===== src/rtl/ptr_ecc_pkg.sv =====
// Shared SECDED helpers for protected pointer/status words.
// Both the encoder and the decoder use these helpers so that they agree on the codeword layout.
package ptr_ecc_pkg;

  typedef enum logic [1:0] {ECC_CLEAN, ECC_SEC, ECC_DED} ecc_class_e;

  // Smallest p with 2^p >= data_w + p + 1
  function automatic int unsigned calc_par_w(input int unsigned data_w);
    int unsigned p;
    p = 1;
    for (int unsigned k = 0; k < 8; k++)
      if ((32'd1 << p) < data_w + p + 1) p++;
    return p;
  endfunction

  function automatic bit is_pow2(input int unsigned pos);
    return (pos != 0) && ((pos & (pos - 1)) == 0);
  endfunction

  // Hamming position (1-based) of payload bit i
  function automatic int unsigned data_pos(input int unsigned i);
    int unsigned pos;
    int unsigned cnt;
    pos = 0;
    cnt = 0;
    for (int unsigned p = 1; p < 64; p++) begin
      if (!is_pow2(p)) begin
        if (cnt == i && pos == 0) pos = p;
        cnt++;
      end
    end
    return pos;
  endfunction

endpackage


===== src/rtl/ptr_ecc_syndrome.sv =====
// Combinational Hamming syndrome and overall parity of one codeword.
module ptr_ecc_syndrome
  import ptr_ecc_pkg::*;
#(
  parameter  int unsigned DATA_W = 10,
  localparam int unsigned PAR_W  = calc_par_w(DATA_W),
  localparam int unsigned ENC_W  = DATA_W + PAR_W + 1
) (
  input  logic [ENC_W-1:0] i_enc,
  output logic [PAR_W-1:0] o_syn,
  output logic             o_par
);

  always_comb begin
    o_syn = '0;
    for (int unsigned pos = 1; pos < ENC_W; pos++)
      if (i_enc[pos-1]) o_syn = o_syn ^ PAR_W'(pos);
  end

  assign o_par = ^i_enc;

endmodule


===== src/rtl/ptr_secded_decode.sv =====
// Two-stage valid/ready SECDED decoder with saturating error statistics.
module ptr_secded_decode
  import ptr_ecc_pkg::*;
#(
  parameter  int unsigned DATA_W   = 10,
  parameter  bit          DATA_INV = 1'b1,
  parameter  int unsigned CNT_W    = 8,
  localparam int unsigned PAR_W    = calc_par_w(DATA_W),
  localparam int unsigned ENC_W    = DATA_W + PAR_W + 1
) (
  input  logic              clk,
  input  logic              rst_n,
  input  logic              in_valid,
  output logic              in_ready,
  input  logic [ENC_W-1:0]  in_enc,
  output logic              out_valid,
  input  logic              out_ready,
  output logic [DATA_W-1:0] out_data,
  output logic              out_sec,
  output logic              out_ded,
  output logic [PAR_W-1:0]  out_syn,
  input  logic              cnt_clr,
  output logic [CNT_W-1:0]  sec_cnt,
  output logic [CNT_W-1:0]  ded_cnt,
  output logic              ded_sticky
);

  localparam int unsigned NPOS = DATA_W + PAR_W;

  logic              r_s1_valid;
  logic [ENC_W-1:0]  r_s1_enc;
  logic [PAR_W-1:0]  r_s1_syn;
  logic              r_s1_par;
  logic              r_out_valid;
  logic [DATA_W-1:0] r_out_data;
  logic              r_out_sec;
  logic              r_out_ded;
  logic [PAR_W-1:0]  r_out_syn;
  logic [CNT_W-1:0]  r_sec_cnt;
  logic [CNT_W-1:0]  r_ded_cnt;
  logic              r_ded_sticky;

  logic              w_s1_en;
  logic              w_s2_en;
  logic              w_out_hs;
  logic [PAR_W-1:0]  w_syn;
  logic              w_par;
  logic [ENC_W-1:0]  w_fix;
  logic [DATA_W-1:0] w_data;
  ecc_class_e        w_class;

  assign w_s2_en  = !r_out_valid || out_ready;
  assign w_s1_en  = !r_s1_valid || w_s2_en;
  assign w_out_hs = r_out_valid && out_ready;

  ptr_ecc_syndrome #(.DATA_W(DATA_W)) u_syn (
    .i_enc (in_enc),
    .o_syn (w_syn),
    .o_par (w_par)
  );

  always_ff @(posedge clk) begin
    if (!rst_n) begin
      r_s1_valid <= 1'b0;
      r_s1_enc   <= '0;
      r_s1_syn   <= '0;
      r_s1_par   <= 1'b0;
    end else if (w_s1_en) begin
      r_s1_valid <= in_valid;
      if (in_valid) begin
        r_s1_enc <= in_enc;
        r_s1_syn <= w_syn;
        r_s1_par <= w_par;
      end
    end
  end

  // Overall-parity-only errors (s=0, P=1) count as corrected with data untouched
  always_comb begin
    w_class = ECC_CLEAN;
    w_fix   = r_s1_enc;
    if (r_s1_par) begin
      if (r_s1_syn == '0) begin
        w_class = ECC_SEC;
      end else if (32'(r_s1_syn) > NPOS) begin
        w_class = ECC_DED;
      end else begin
        w_class = ECC_SEC;
        for (int unsigned pos = 1; pos <= NPOS; pos++)
          if (r_s1_syn == PAR_W'(pos)) w_fix[pos-1] = ~w_fix[pos-1];
      end
    end else if (r_s1_syn != '0) begin
      w_class = ECC_DED;
    end
  end

  for (genvar gi = 0; gi < DATA_W; gi++) begin : g_ext
    localparam int unsigned POS = data_pos(gi);
    assign w_data[gi] = w_fix[POS-1] ^ DATA_INV;
  end

  always_ff @(posedge clk) begin
    if (!rst_n) begin
      r_out_valid <= 1'b0;
      r_out_data  <= '0;
      r_out_sec   <= 1'b0;
      r_out_ded   <= 1'b0;
      r_out_syn   <= '0;
    end else if (w_s2_en) begin
      r_out_valid <= r_s1_valid;
      if (r_s1_valid) begin
        r_out_data <= w_data;
        r_out_sec  <= (w_class == ECC_SEC);
        r_out_ded  <= (w_class == ECC_DED);
        r_out_syn  <= r_s1_syn;
      end
    end
  end

  always_ff @(posedge clk) begin
    if (!rst_n || cnt_clr) begin
      r_sec_cnt    <= '0;
      r_ded_cnt    <= '0;
      r_ded_sticky <= 1'b0;
    end else if (w_out_hs) begin
      if (r_out_sec && r_sec_cnt != '1) r_sec_cnt <= r_sec_cnt + 1'b1;
      if (r_out_ded && r_ded_cnt != '1) r_ded_cnt <= r_ded_cnt + 1'b1;
      if (r_out_ded) r_ded_sticky <= 1'b1;
    end
  end

  assign in_ready   = w_s1_en;
  assign out_valid  = r_out_valid;
  assign out_data   = r_out_data;
  assign out_sec    = r_out_sec;
  assign out_ded    = r_out_ded;
  assign out_syn    = r_out_syn;
  assign sec_cnt    = r_sec_cnt;
  assign ded_cnt    = r_ded_cnt;
  assign ded_sticky = r_ded_sticky;

endmodule


===== config.mk =====
export PLATFORM = sky130hd
export DESIGN_NAME = ptr_secded_decode
export DESIGN_NICKNAME = d
export VERILOG_FILES = /design/src/rtl/ptr_ecc_pkg.sv /design/src/rtl/ptr_ecc_syndrome.sv /design/src/rtl/ptr_secded_decode.sv
export SDC_FILE = /design/constraint.sdc
export NUM_CORES = 1
export LEC_CHECK = 0
export CORE_MARGIN = 8
export CORE_UTILIZATION = 50
export DETAILED_ROUTE_END_ITERATION = 16
export PLACE_DENSITY_LB_ADDON = 0.08
export SLEW_MARGIN = 20
export SYNTH_ARGS = -nofsm -noshare
export SYNTH_HDL_FRONTEND = slang
export SYNTH_SLANG_ARGS = --single-unit

===== constraint.sdc =====
create_clock -name clk -period 2.2 [get_ports clk]
set_input_delay 0.66 -clock clk [delete_from_list [all_inputs] [get_ports clk]]
set_output_delay 0.66 -clock clk [all_outputs]
set_load 0.02 [all_outputs]

==> metrics.txt <==
status=complete, no violations; final hold violations=0; crit end category=output port; Clock Sink Count=50; crit path launch=out_ready; Power Dens Cells=582 mW/mm^2; Wirelength per Cell=13.1 um; clock buffer depth=2; # DRC=0; CP arrival=1.49 ns; crit path cell chain=clkdlybuf4s50_1 > nand3b_1 > buf_2; M1 wire length=2.68 mm; Mapped Cells=287; CP max stage cell=clkdlybuf4s50_1; synthesized area=0.00247 sq mm; R2R Setup Slk=0.53 ns; final worst-path cycle share=97.7%; Yosys top cell area share=40.6%; Syn Area/Cell=8.59 sq um; commonest non-fill, non-tap cells in the layout=clkdlybuf4s50_1, dfxtp_1, nand2_1; layout cells sized above 1=10.1%; Hold Buf Count CTS=0; vias per cell=5.14; GP Congestion=0.804; Synth Flop Type=dfxtp_1; Worst Setup Path Type=primary input to output port; Static Leak=0.00124 uW; RSZ-0062 raised after global routing=no; nets@finish=377; Die ar.=0.00744 sq mm; sequential area share after synthesis=40.6%; placed cell area=0.00322 sq mm; origin of the critical flop-to-flop path=ded_cnt[0]$_SDFFE_PP0P_; Critical Path RT=1.54 ns; R2R depth=6; post-synth top area cell=dfxtp_1; Critical Path Stages=3; Root Buffer Master=clkbuf_8; DR WL met3=272 um; actual slew at the worst max-slew pin=0.496 ns; final slew viol count=0; Core Footprint=0.00475 sq mm; Synth-to-Final Area Change=33.6%; # diodes=0; initial antenna violation count=0; CTS Buf Count=5; DIE WIDTH=86.2 um; post-DP HPWL=4.21 mm; critical path peak fanout=2; most common cell after layout, fill and taps aside=clkdlybuf4s50_1; PortBufs=54; Worst Clk Skew=0.00863 ns; relative slew slack=66.1%; Max Used Layer=met4; CP max stage delay=0.42 ns; Top delay family on crit path=buffers and inverters; CTS tree=yes; vias in the first global route=2057; CP Capture Point=in_ready; Pre-antenna DRT Iters=4; Min-Delay Path Class=flip-flop to flip-flop; Ports=55; ranking of synthesized cells by area=dfxtp_1, a21oi_1, xnor3_1; largest net degree at the start of global routing=30; Syn. warnings=0; Worst R2R End=ded_cnt[5]$_SDFFE_PP0P_; Post-synth ARST share=0%; met2 WL post-DR=2.52 mm; Worst Setup Start Kind=primary input; Buf/Inv on CP=2; min cycle time layout=2.15 ns; via count=2168; Total GRT Usage=15.2%; post-layout util=69.3%; Final Cell Area=0.00330 sq mm; Remaining Overflow, GRT=0; Starting Density=51.9%; drt first-iter violations=74; die height=86.2 um; remaining antenna violation count=0; Clock transition at path regs=0.08 ns; Mapped Nets=309; site row count=25; post-synthesis cell type count=40; Clk Latency, worst-skew pair=0.30 ns; H-tree levels=2; VDD IR max=301 uV; flops & latches, synth=50; max-cap viol count=0; first-pass GRT wire length=9.27 mm; final setup fails=0; number of flops mapped to enable cells by yosys=0; DRT Wirelength=5.51 mm; FMAX=0.465 GHz
cells in the mapped netlist (all sizes together) (6+ instances only):
cell     n
a21oi   36
clkbuf  10
dfxtp   50
inv      6
nand2   48
nand3   19
nor2    17
o21ai   12
or3     10
xnor2   10
xnor3    8
per-stage QoR:
stage | setup WS, ns | hold slack (ns) | cells | total power, uW | TNS (ns)
after floorplan | 0.331 | 0.441 | 287 | 1270 | 0
after global placement | -0.386 | 0.439 | 415 | 1410 | -0.801
after detailed placement | -0.370 | 0.445 | 415 | 1420 | -0.975
after CTS | 0.0567 | 0.457 | 422 | 1940 | 0
after global routing | 0.0434 | 0.478 | 422 | 2010 | 0
final | 0.0515 | 0.453 | 422 | 1920 | 0
registers in the layout, summed over array words and instances, names as in the netlist:
signal	flops
ded_sticky	1
sec_cnt	8
r_s1_par	1
out_data	10
out_valid	1
r_s1_valid	1
out_ded	1
out_syn	4
ded_cnt	8
out_sec	1
r_s1_enc	10
r_s1_syn	4
routing by layer:
metal / global-route usage, % / up-vias
met5: 0 / -
met4: 4.54 / 0
met3: 3.59 / 5
met2: 25.4 / 46
met1: 18.9 / 975
li1: - / 1142
worst min-delay path, cell delays in order, from the launching register on:
cell     delay [ns]
dfxtp_1        0.32
nand2_1        0.05
a21oi_1        0.05
timing repair:
| item | 4_1_cts | 5_1_grt |
|---|---|---|
| gates resized for setup | 4 | 0 |
| buffers inserted | 0 | 0 |
| endpoints found under the setup margin | 1 | 0 |
cell families (layout without fill, tap and decap cells):
logic type      after synthesis  count (layout)  share of synthesized area [%]
compound gates               63              63                           14.7
xor+xnor                     25              25                           14.8
fa+ha+maj                     2               2                           1.01
buf+inv                      21              89                           3.50
flops                        50              50                           40.6
mux                           2               2                          0.812
simple gates                124             124                           24.7
power breakdown:
| part | leakage (uW) | internal (uW) | total (uW) | switching (uW) |
|---|---|---|---|---|
| Combinational | 0.000793 | 223 | 393 | 169 |
| Clock | 0.0000362 | 217 | 516 | 299 |
| Sequential | 0.000408 | 952 | 1010 | 58.4 |
final cells by class:
cell class	instances	area, sq um
Inverter	6	22.5
Tap cell	67	83.8
Clock buffer	5	68.8
Multi-Input combinational cell	216	1380
Timing Repair Buffer	76	726
Sequential cell	50	1000
Fill cell	429	1460
Clock inverter	2	15.0
how the worst min path moves through the flow:
stage	from	to	depth (start not counted)
2_1_floorplan	r_s1_enc[10]$_SDFFE_PN0P_	r_s1_enc[10]$_SDFFE_PN0P_	2
3_3_place_gp	out_data[3]$_SDFFE_PN0P_	out_data[3]$_SDFFE_PN0P_	2
3_5_place_dp	out_data[5]$_SDFFE_PN0P_	out_data[5]$_SDFFE_PN0P_	2
4_1_cts	out_data[5]$_SDFFE_PN0P_	out_data[5]$_SDFFE_PN0P_	2
5_1_grt	out_data[0]$_SDFFE_PN0P_	out_data[0]$_SDFFE_PN0P_	2
6_report	out_data[2]$_SDFFE_PN0P_	out_data[2]$_SDFFE_PN0P_	2
Note: power is estimated with default switching activity, not from simulation.
